`src/rtl/lp805x_clken_gen.sv`:
```
`default_nettype none
// ============================================================================
// Module   : lp805x_clken_gen
// Brief    : Lock-gated divided clock-enable generator with a handshaked,
//            pulse-boundary-safe selected enable. Optional lock monitor
//            enabled by macro LP805X_CLKEN_LOCKMON_EN.
// Revision : 1.0
// ============================================================================
module lp805x_clken_gen #(
    parameter int NCH      = 4,
    parameter int SEL_W    = 2,
    parameter int DIV_W    = 8,
    parameter int LOCK_CYC = 16,
    parameter int RST_SEL  = 0
) (
    input  logic                   clk,
    input  logic                   rst,
    input  logic                   locked,
    input  logic [NCH*DIV_W-1:0]   div,
    input  logic [SEL_W-1:0]       sel,
    input  logic                   sel_req,
`ifdef LP805X_CLKEN_LOCKMON_EN
    input  logic                   lock_clr,
    output logic                   lock_lost,
    output logic [7:0]             lock_cnt,
`endif
    output logic                   sel_ack,
    output logic [SEL_W-1:0]       cur_sel,
    output logic                   ready,
    output logic [NCH-1:0]         ce_all,
    output logic                   ce
);

    localparam logic [15:0]      c_SETTLE_END = 16'(LOCK_CYC);
    localparam logic [SEL_W-1:0] c_RST_SEL    = SEL_W'(RST_SEL);

    typedef enum logic [1:0] {
        S_WAIT_LOCK = 2'd0,
        S_SETTLE    = 2'd1,
        S_RUN       = 2'd2,
        S_SWITCH    = 2'd3
    } state_t;

    state_t           r_state;
    logic             r_ready;
    logic             r_ack;
    logic [SEL_W-1:0] r_cur_sel;
    logic [SEL_W-1:0] r_pend;
    logic [15:0]      r_settle;

    logic [NCH-1:0]   w_hit;
    logic [NCH-1:0]   w_ce_all;
    logic             w_ce;
    logic             w_cnt_en;

    // Counters run only while ready and still locked, so a lock drop clears
    // them on the same edge that drops ready.
    assign w_cnt_en = r_ready & locked;

    for (genvar k = 0; k < NCH; k++) begin : g_ch
        logic [DIV_W-1:0] w_div;
        logic [DIV_W-1:0] w_dm1;
        logic [DIV_W-1:0] r_cnt;

        assign w_div    = div[k*DIV_W +: DIV_W];
        assign w_dm1    = (w_div == '0) ? '0 : w_div - DIV_W'(1);
        assign w_hit[k] = (r_cnt >= w_dm1);

        always_ff @(posedge clk) begin
            if (!rst || !w_cnt_en) begin
                r_cnt <= '0;
            end else if (w_hit[k]) begin
                r_cnt <= '0;
            end else begin
                r_cnt <= r_cnt + DIV_W'(1);
            end
        end
    end

    assign w_ce_all = {NCH{r_ready}} & w_hit;

    // During a switch only the pending channel may pulse; the old one is muted.
    always_comb begin
        w_ce = 1'b0;
        case (r_state)
            S_RUN:    w_ce = w_ce_all[r_cur_sel];
            S_SWITCH: w_ce = w_ce_all[r_pend];
            default:  w_ce = 1'b0;
        endcase
    end

    always_ff @(posedge clk) begin
        if (!rst) begin
            r_state   <= S_WAIT_LOCK;
            r_ready   <= 1'b0;
            r_ack     <= 1'b0;
            r_cur_sel <= c_RST_SEL;
            r_pend    <= c_RST_SEL;
            r_settle  <= '0;
        end else begin
            r_ack <= 1'b0;
            if (!locked) begin
                r_state <= S_WAIT_LOCK;
                r_ready <= 1'b0;
            end else begin
                case (r_state)
                    S_WAIT_LOCK: begin
                        r_state  <= S_SETTLE;
                        r_settle <= '0;
                    end
                    S_SETTLE: begin
                        if (r_settle == c_SETTLE_END) begin
                            r_state <= S_RUN;
                            r_ready <= 1'b1;
                        end else begin
                            r_settle <= r_settle + 16'd1;
                        end
                    end
                    S_RUN: begin
                        if (sel_req) begin
                            if (sel == r_cur_sel) begin
                                r_ack <= 1'b1;
                            end else begin
                                r_pend  <= sel;
                                r_state <= S_SWITCH;
                            end
                        end
                    end
                    S_SWITCH: begin
                        if (w_ce_all[r_pend]) begin
                            r_cur_sel <= r_pend;
                            r_ack     <= 1'b1;
                            r_state   <= S_RUN;
                        end
                    end
                    default: r_state <= S_WAIT_LOCK;
                endcase
            end
        end
    end

`ifdef LP805X_CLKEN_LOCKMON_EN
    logic       r_lock_lost;
    logic [7:0] r_lock_cnt;
    logic       w_lost_ev;

    assign w_lost_ev = r_ready & ~locked;

    always_ff @(posedge clk) begin
        if (!rst) begin
            r_lock_lost <= 1'b0;
            r_lock_cnt  <= 8'd0;
        end else begin
            if (w_lost_ev) begin
                r_lock_lost <= 1'b1;
            end else if (lock_clr) begin
                r_lock_lost <= 1'b0;
            end
            // Clear then count: a coincident event leaves the count at one.
            if (lock_clr) begin
                r_lock_cnt <= w_lost_ev ? 8'd1 : 8'd0;
            end else if (w_lost_ev && (r_lock_cnt != 8'hFF)) begin
                r_lock_cnt <= r_lock_cnt + 8'd1;
            end
        end
    end

    assign lock_lost = r_lock_lost;
    assign lock_cnt  = r_lock_cnt;
`endif

    assign sel_ack = r_ack;
    assign cur_sel = r_cur_sel;
    assign ready   = r_ready;
    assign ce_all  = w_ce_all;
    assign ce      = w_ce;

endmodule
`default_nettype wire
```
`config.mk`:
```
export PLATFORM = sky130hd
export DESIGN_NAME = lp805x_clken_gen
export DESIGN_NICKNAME = d
export VERILOG_FILES = /design/src/rtl/lp805x_clken_gen.sv
export SDC_FILE = /design/constraint.sdc
export NUM_CORES = 1
export LEC_CHECK = 0
export BUFFER_PORTS_ARGS = -buffer_cell sky130_fd_sc_hd__buf_2
export CELL_PAD_IN_SITES_DETAIL_PLACEMENT = 1
export CELL_PAD_IN_SITES_GLOBAL_PLACEMENT = 2
export CORE_ASPECT_RATIO = 1.1
export CORE_MARGIN = 2
export CORE_UTILIZATION = 35
export DETAILED_ROUTE_END_ITERATION = 10
export PLACE_DENSITY = 0.8
export REMOVE_ABC_BUFFERS = 1
export SLEW_MARGIN = 20
export SYNTH_ARGS = -nofsm -noshare
export SYNTH_HDL_FRONTEND = slang
export SYNTH_SLANG_ARGS = --single-unit
```
`constraint.sdc`:
```
create_clock -name clk -period 3.7 [get_ports clk]
set_input_delay 0.555 -clock clk [delete_from_list [all_inputs] [get_ports clk]]
set_output_delay 0.555 -clock clk [all_outputs]
set_load 0.02 [all_outputs]
```
-- Word-level counts from Yosys, hierarchy flattened
Index checks and enable logic that the tools add are counted.
- register bits after elaboration: 56
- input port bits: 38
- output and inout bits: 9
- word-level logic and storage cells: 77
- add/subtract/negate cells: 9
- magnitude comparators: 6
- equal/unequal tests: 10
- muxes and demuxes: 20
- bitwise logic cells: 3
- reduce and logical (&&, ||, !) cells: 19
- operators by type and width (cell ; number):
    $add 8x1->8 const B ; 4
    $ge 8x8->1 ; 4
    $logic_not 8->1 ; 4
    $mux 8 ; 4
    $pmux 16 s2 ; 1
    $sub 8x1->8 const B ; 4
    $add 16x1->16 const B ; 1
    $eq 16x5->1 const B ; 1
    $mux 16 ; 1
    $ne 2x2->1 const B ; 5
    $mux 2 ; 4
    $pmux 2 s4 ; 1
    $reduce_and 4->1 ; 2
    $reduce_or 2->1 ; 4
    $lt 2x3->1 const B ; 2
    $reduce_and 3->1 ; 2
    $mux 1 ; 5
    $and 4x4->4 ; 1
    $bmux 1 s2 ; 2
    $eq 2x2->1 const B ; 2
    $pmux 1 s2 ; 2
    $reduce_and 2->1 ; 2
    $eq 2x1->1 const B ; 1
    $eq 2x2->1 ; 1
    6 further kinds ; 7

-- Longest topological paths before layout
- depth after elaboration: 8
- mapped depth: 14

-- Least setup slack after synthesis
No wires, ideal clock.
- path type: input -> output
- from: input div[8]
- to: output ce
- data arrival time: 3.016 ns
- required time: 3.145 ns
- path slack: 0.129 ns
- stages on the path: 13
- buffers on the path: 0
- cell sequence: inv_1 ha_1 nor2b_1 nand3b_1 or3_1 and2_1 ha_1 nand2b_1 a2111o_1 nand3_1 a311o_1 and2_1 o211ai_1
- longest elaborated chain between the ends: 7
- elaborated cells on any way between the ends: 10
- classes of those cells: add/sub: 1; order compare: 1; mux: 6; bitwise: 1; reduce/logical: 1
- ends and longest elaborated chain (item ; line ; source):
    start: declaration ; 19 ; input logic [NCH*DIV_W-1:0] div,
    $sub 8x1->8 or $logic_not 8->1 (tied branches) ; 66 ; assign w_dm1 = (w_div == '0) ? '0 : w_div - DIV_W'(1);
    $mux 8 * ; 66 ;
    $ge 8x8->1 * ; 67 ; assign w_hit[k] = (r_cnt >= w_dm1);
    $and 4x4->4 * ; 80 ; assign w_ce_all = {NCH{r_ready}} & w_hit;
    $bmux 1 s2, on equally long branches ; 87, 86 ;
    $mux 1, on equally long branches ; 87, 86 ;
    $pmux 1 s2 * ; 85 ; case (r_state)
    end: declaration ; 31 ; output logic ce
Every way passes the cells marked *; elsewhere a longest branch is shown, timed or not. The select of a mux whose other input is x is not followed.

-- Worst setup path in the final report
- from: input div[0]
- to: output ce
The elaborated chain is that of the path after synthesis.

==> results.md <==
* Status: finished clean
* Die area at 0.0115 mm^2
* Worst slack, placed at -0.205 ns
* Setup WS post-layout at 0.0235 ns
* Pre-Repair DR Iteration Count at 4
* Number of flops mapped to enable cells by yosys at 0
* Clock transition at path regs at 0.07 ns
* I/O pins at 47
* XOR/XNOR Fraction of Synth Area at 11.9%
* First-pass GRT wire length at 15,700 um
* CTS tree: yes
* Clock Tree Root: clkbuf_16
* CTS max path bufs at 2
* # fillers at 1,259
* Post-synthesis mux area share at 2.40%
* Final setup vio count at 0
* Post-DR wirelength/cell at 14.0 um
* FP Rows at 39
* Combinational family with the most area after synthesis: simple AND/OR/NAND/NOR gates
* Post-route clock skew at 0.00323 ns
* WP buf/inv at 3
* Commonest cells in the netlist: 64 x nor2_1, 56 x dfxtp_1, 42 x ha_1, 34 x nand2_1, 32 x xor2_1
* Post-synthesis compound-gate area fraction at 9.02%
* Least-Margin Pin Slew at 1.03 ns
* Mean number of vias per cell at 4.99
* Top-area cell type share of the netlist area at 29.9%
* CP required at 3.14 ns
* Number of synthesized register bits at 56
* Die X-Extent at 103 um
* Slew Viols, Final at 0
* Hold buffers post-CTS at 0
* Pwr/cell area at 261 mW/mm^2
* H-tree Lvls at 2
* CTS Sinks at 56
* Post-route DRC at 0
* Layout Area Growth over Synthesis at 27.1%
* Avg Synthesized Cell Area at 8.14 um^2
* Nets at 610
* Initial Util at 36.0%
* Layout cell share with drive strength beyond 1 at 25.6%
* IO buf count at 46
* Synth top area cells: dfxtp_1 30%, ha_1 14%, xor2_1 7.5%, nor2_1 6.4%, xnor2_1 4.4%
* Die H at 113 um
* Post-route ant nets at 0
* Count leader, synth: nor2_1
* Asr flop ratio synth at 0%
* Simple-gate area share of the yosys netlist at 29.4%
* Top FF cell, synth: dfxtp_1
* Critical path class: in -> out
* Gr usage total at 16.8%
* Minimum clock period after layout at 3.68 ns
* Rel. slew slack at 30.9%
* Mapped Area at 0.00375 mm^2
* Final Hold Fails at 0
* Period utilization at 99.4%
* CP peak stage delay at 0.45 ns
* HPWL after DPL at 7280 um
* Netlist cell types at 40
* YS warnings at 0
* Total CTS buffers at 5
* Maximum vdd drop at 0.000184 V
* Worst hold slack at 0.475 ns
* Register area share after synthesis at 29.9%
* Worst setup EP type: primary output
* WL final at 9410 um
* Mapped Cells at 460
* Unrepaired setup endpoints after global routing: true
* Cell chain of the critical path: buf_2 -> inv_2 -> ha_4 -> nor2b_4 -> nand3b_1 -> or3_4 -> and2_4 -> ha_4 -> nand2b_4 -> a2111o_1 -> nand3_2 -> a311o_1 -> and2_4 -> o211ai_1 -> buf_4
* Hold Path Class: reg -> reg
* Placer congestion estimate at 0.767
* Initial antenna violation count at 0
* Startpoint Class: input pin
* Crit Path Max Fanout at 2
* Arr. time, crit path at 3.12 ns
* Total Power at 0.00124 W
* FMAX at 0.272 GHz
* Diode count at 0
* Post-synthesis adder-cell area fraction at 14.0%
* GRT Residual Overflow at 0
* Leakage power at 1.94 nW
* DRT iter0 DRCs at 51
* Worst skew pair latency at 0.29 ns
* Core footprint at 0.0104 mm^2
* Vias in the first global route at 3,576
* Max-cap violations at 0
* Critical path's slowest cell: a2111o_1
* CP delay by family, top: simple AND/OR/NAND/NOR gates
* Total number of vias at 3,360
* Largest net degree at the start of global routing at 17
* Synth area leader: dfxtp_1
==> worst register-to-register path: stages, from the launching register on <==
cell and delay, ns:
dfxtp_1 0.42, inv_1 0.10, ha_4 0.26, nand2b_4 0.10, a2111o_1 0.17, nand3_2 0.10
a311o_1 0.38, buf_4 0.14, buf_4 0.12, a21oi_1 0.30, mux2i_1 0.22
==> power by group <==
group	internal [W]	leakage [nW]	total [W]	switching (W)
sequential	0.000603	0.451	0.000605	0.00000158
clock	0.000254	0.0681	0.000476	0.000222
combinational	0.0000780	1.42	0.000160	0.0000822
total	0.000935	1.94	0.00124	0.000306
==> cell type report <==
cell class | instances | area, um^2 | area share, %
clock buffers | 7 | 133 | 2.79
flip-flops and latches | 56 | 1120 | 23.5
clock inverters | 1 | 8.76 | 0.184
inverters | 24 | 95.1 | 2.00
multi-input cells | 372 | 2790 | 58.5
well taps | 143 | 179 | 3.76
repair buffers | 71 | 440 | 9.25
==> layout by cell type, fill, tap and decap left out, drive strengths merged, types with 3 or more instances in the layout <==
| cell type | synthesis | final |
|---|---|---|
| a21oi | 20 | 20 |
| nor2 | 64 | 64 |
| a2111o | 3 | 3 |
| nor3b | 4 | 4 |
| o21ai | 14 | 14 |
| mux2i | 9 | 9 |
| nor2b | 18 | 18 |
| nand3b | 4 | 4 |
| and4 | 5 | 5 |
| or3 | 5 | 5 |
| inv | 24 | 24 |
| nand4 | 6 | 6 |
| a21o | 3 | 3 |
| and3 | 11 | 11 |
| nand3 | 29 | 29 |
| nand2b | 7 | 7 |
| xnor2 | 19 | 19 |
| ha | 42 | 42 |
| nand2 | 34 | 34 |
| and2 | 9 | 9 |
| clkbuf | 6 | 7 |
| xor2 | 32 | 32 |
| or2 | 4 | 4 |
| dfxtp | 56 | 56 |
| buf | 2 | 71 |
| nor3 | 10 | 10 |
==> worst paths after layout <==
check | from | endpoint | slack (ns) | cells after the start
worst max-delay path | div[0] | ce | 0.02 | 15
worst min-delay path | g_ch[2].r_cnt[0]$_SDFF_PP0_ | g_ch[2].r_cnt[0]$_SDFF_PP0_ | 0.48 | 1
worst max register to register | g_ch[1].r_cnt[0]$_SDFF_PP0_ | cur_sel[1]$_SDFFE_PN0P_ | 1.31 | 10
worst min register to register | g_ch[2].r_cnt[0]$_SDFF_PP0_ | g_ch[2].r_cnt[0]$_SDFF_PP0_ | 0.48 | 1
==> per-stage QoR <==
stage / cell area [um^2] / utilization (%) / std cells / setup TNS (ns)
floorplan: 3710 / - / 452 / 0
global placement: 4250 / 40.9 / 657 / -0.174
detailed placement: 4250 / 40.9 / 657 / -0.311
CTS: 4540 / 43.7 / 670 / -0.0573
global route: 4760 / 45.8 / 674 / -0.144
finish: 4760 / 45.8 / 674 / 0
==> flip-flops by register name (all words and copies together), names as in the netlist <==
name        cells
cur_sel         2
sel_ack         1
r_settle       16
ready           1
g_ch.r_cnt     32
r_state         2
r_pend          2
==> cells by family after synthesis <==
kind of cell             after synthesis
adder cells (fa/ha/maj)               42
flip-flops                            56
multiplexers                           9
AND/OR/NAND/NOR                      216
buffers and inverters                 32
XOR/XNOR                              51
AO/OA/AOI/OAI                         54
==> routing by layer <==
| layer | wire, um | vias to the layer above | global-route usage [%] |
|---|---|---|---|
| met3 | 205 | 10 | 2.55 |
| met1 | 4060 | 1591 | 18.8 |
| met5 | 0 | - | 0 |
| met2 | 5030 | 35 | 32.1 |
| met4 | 113 | 0 | 4.18 |
| li1 | - | 1724 | - |
==> timing repair <==
item,in CTS,in global routing
pin swaps,21,29
endpoints found under the setup margin,3,3
gates resized for setup,36,39
setup buffers,5,5
Power figures use the tool's default switching activity.
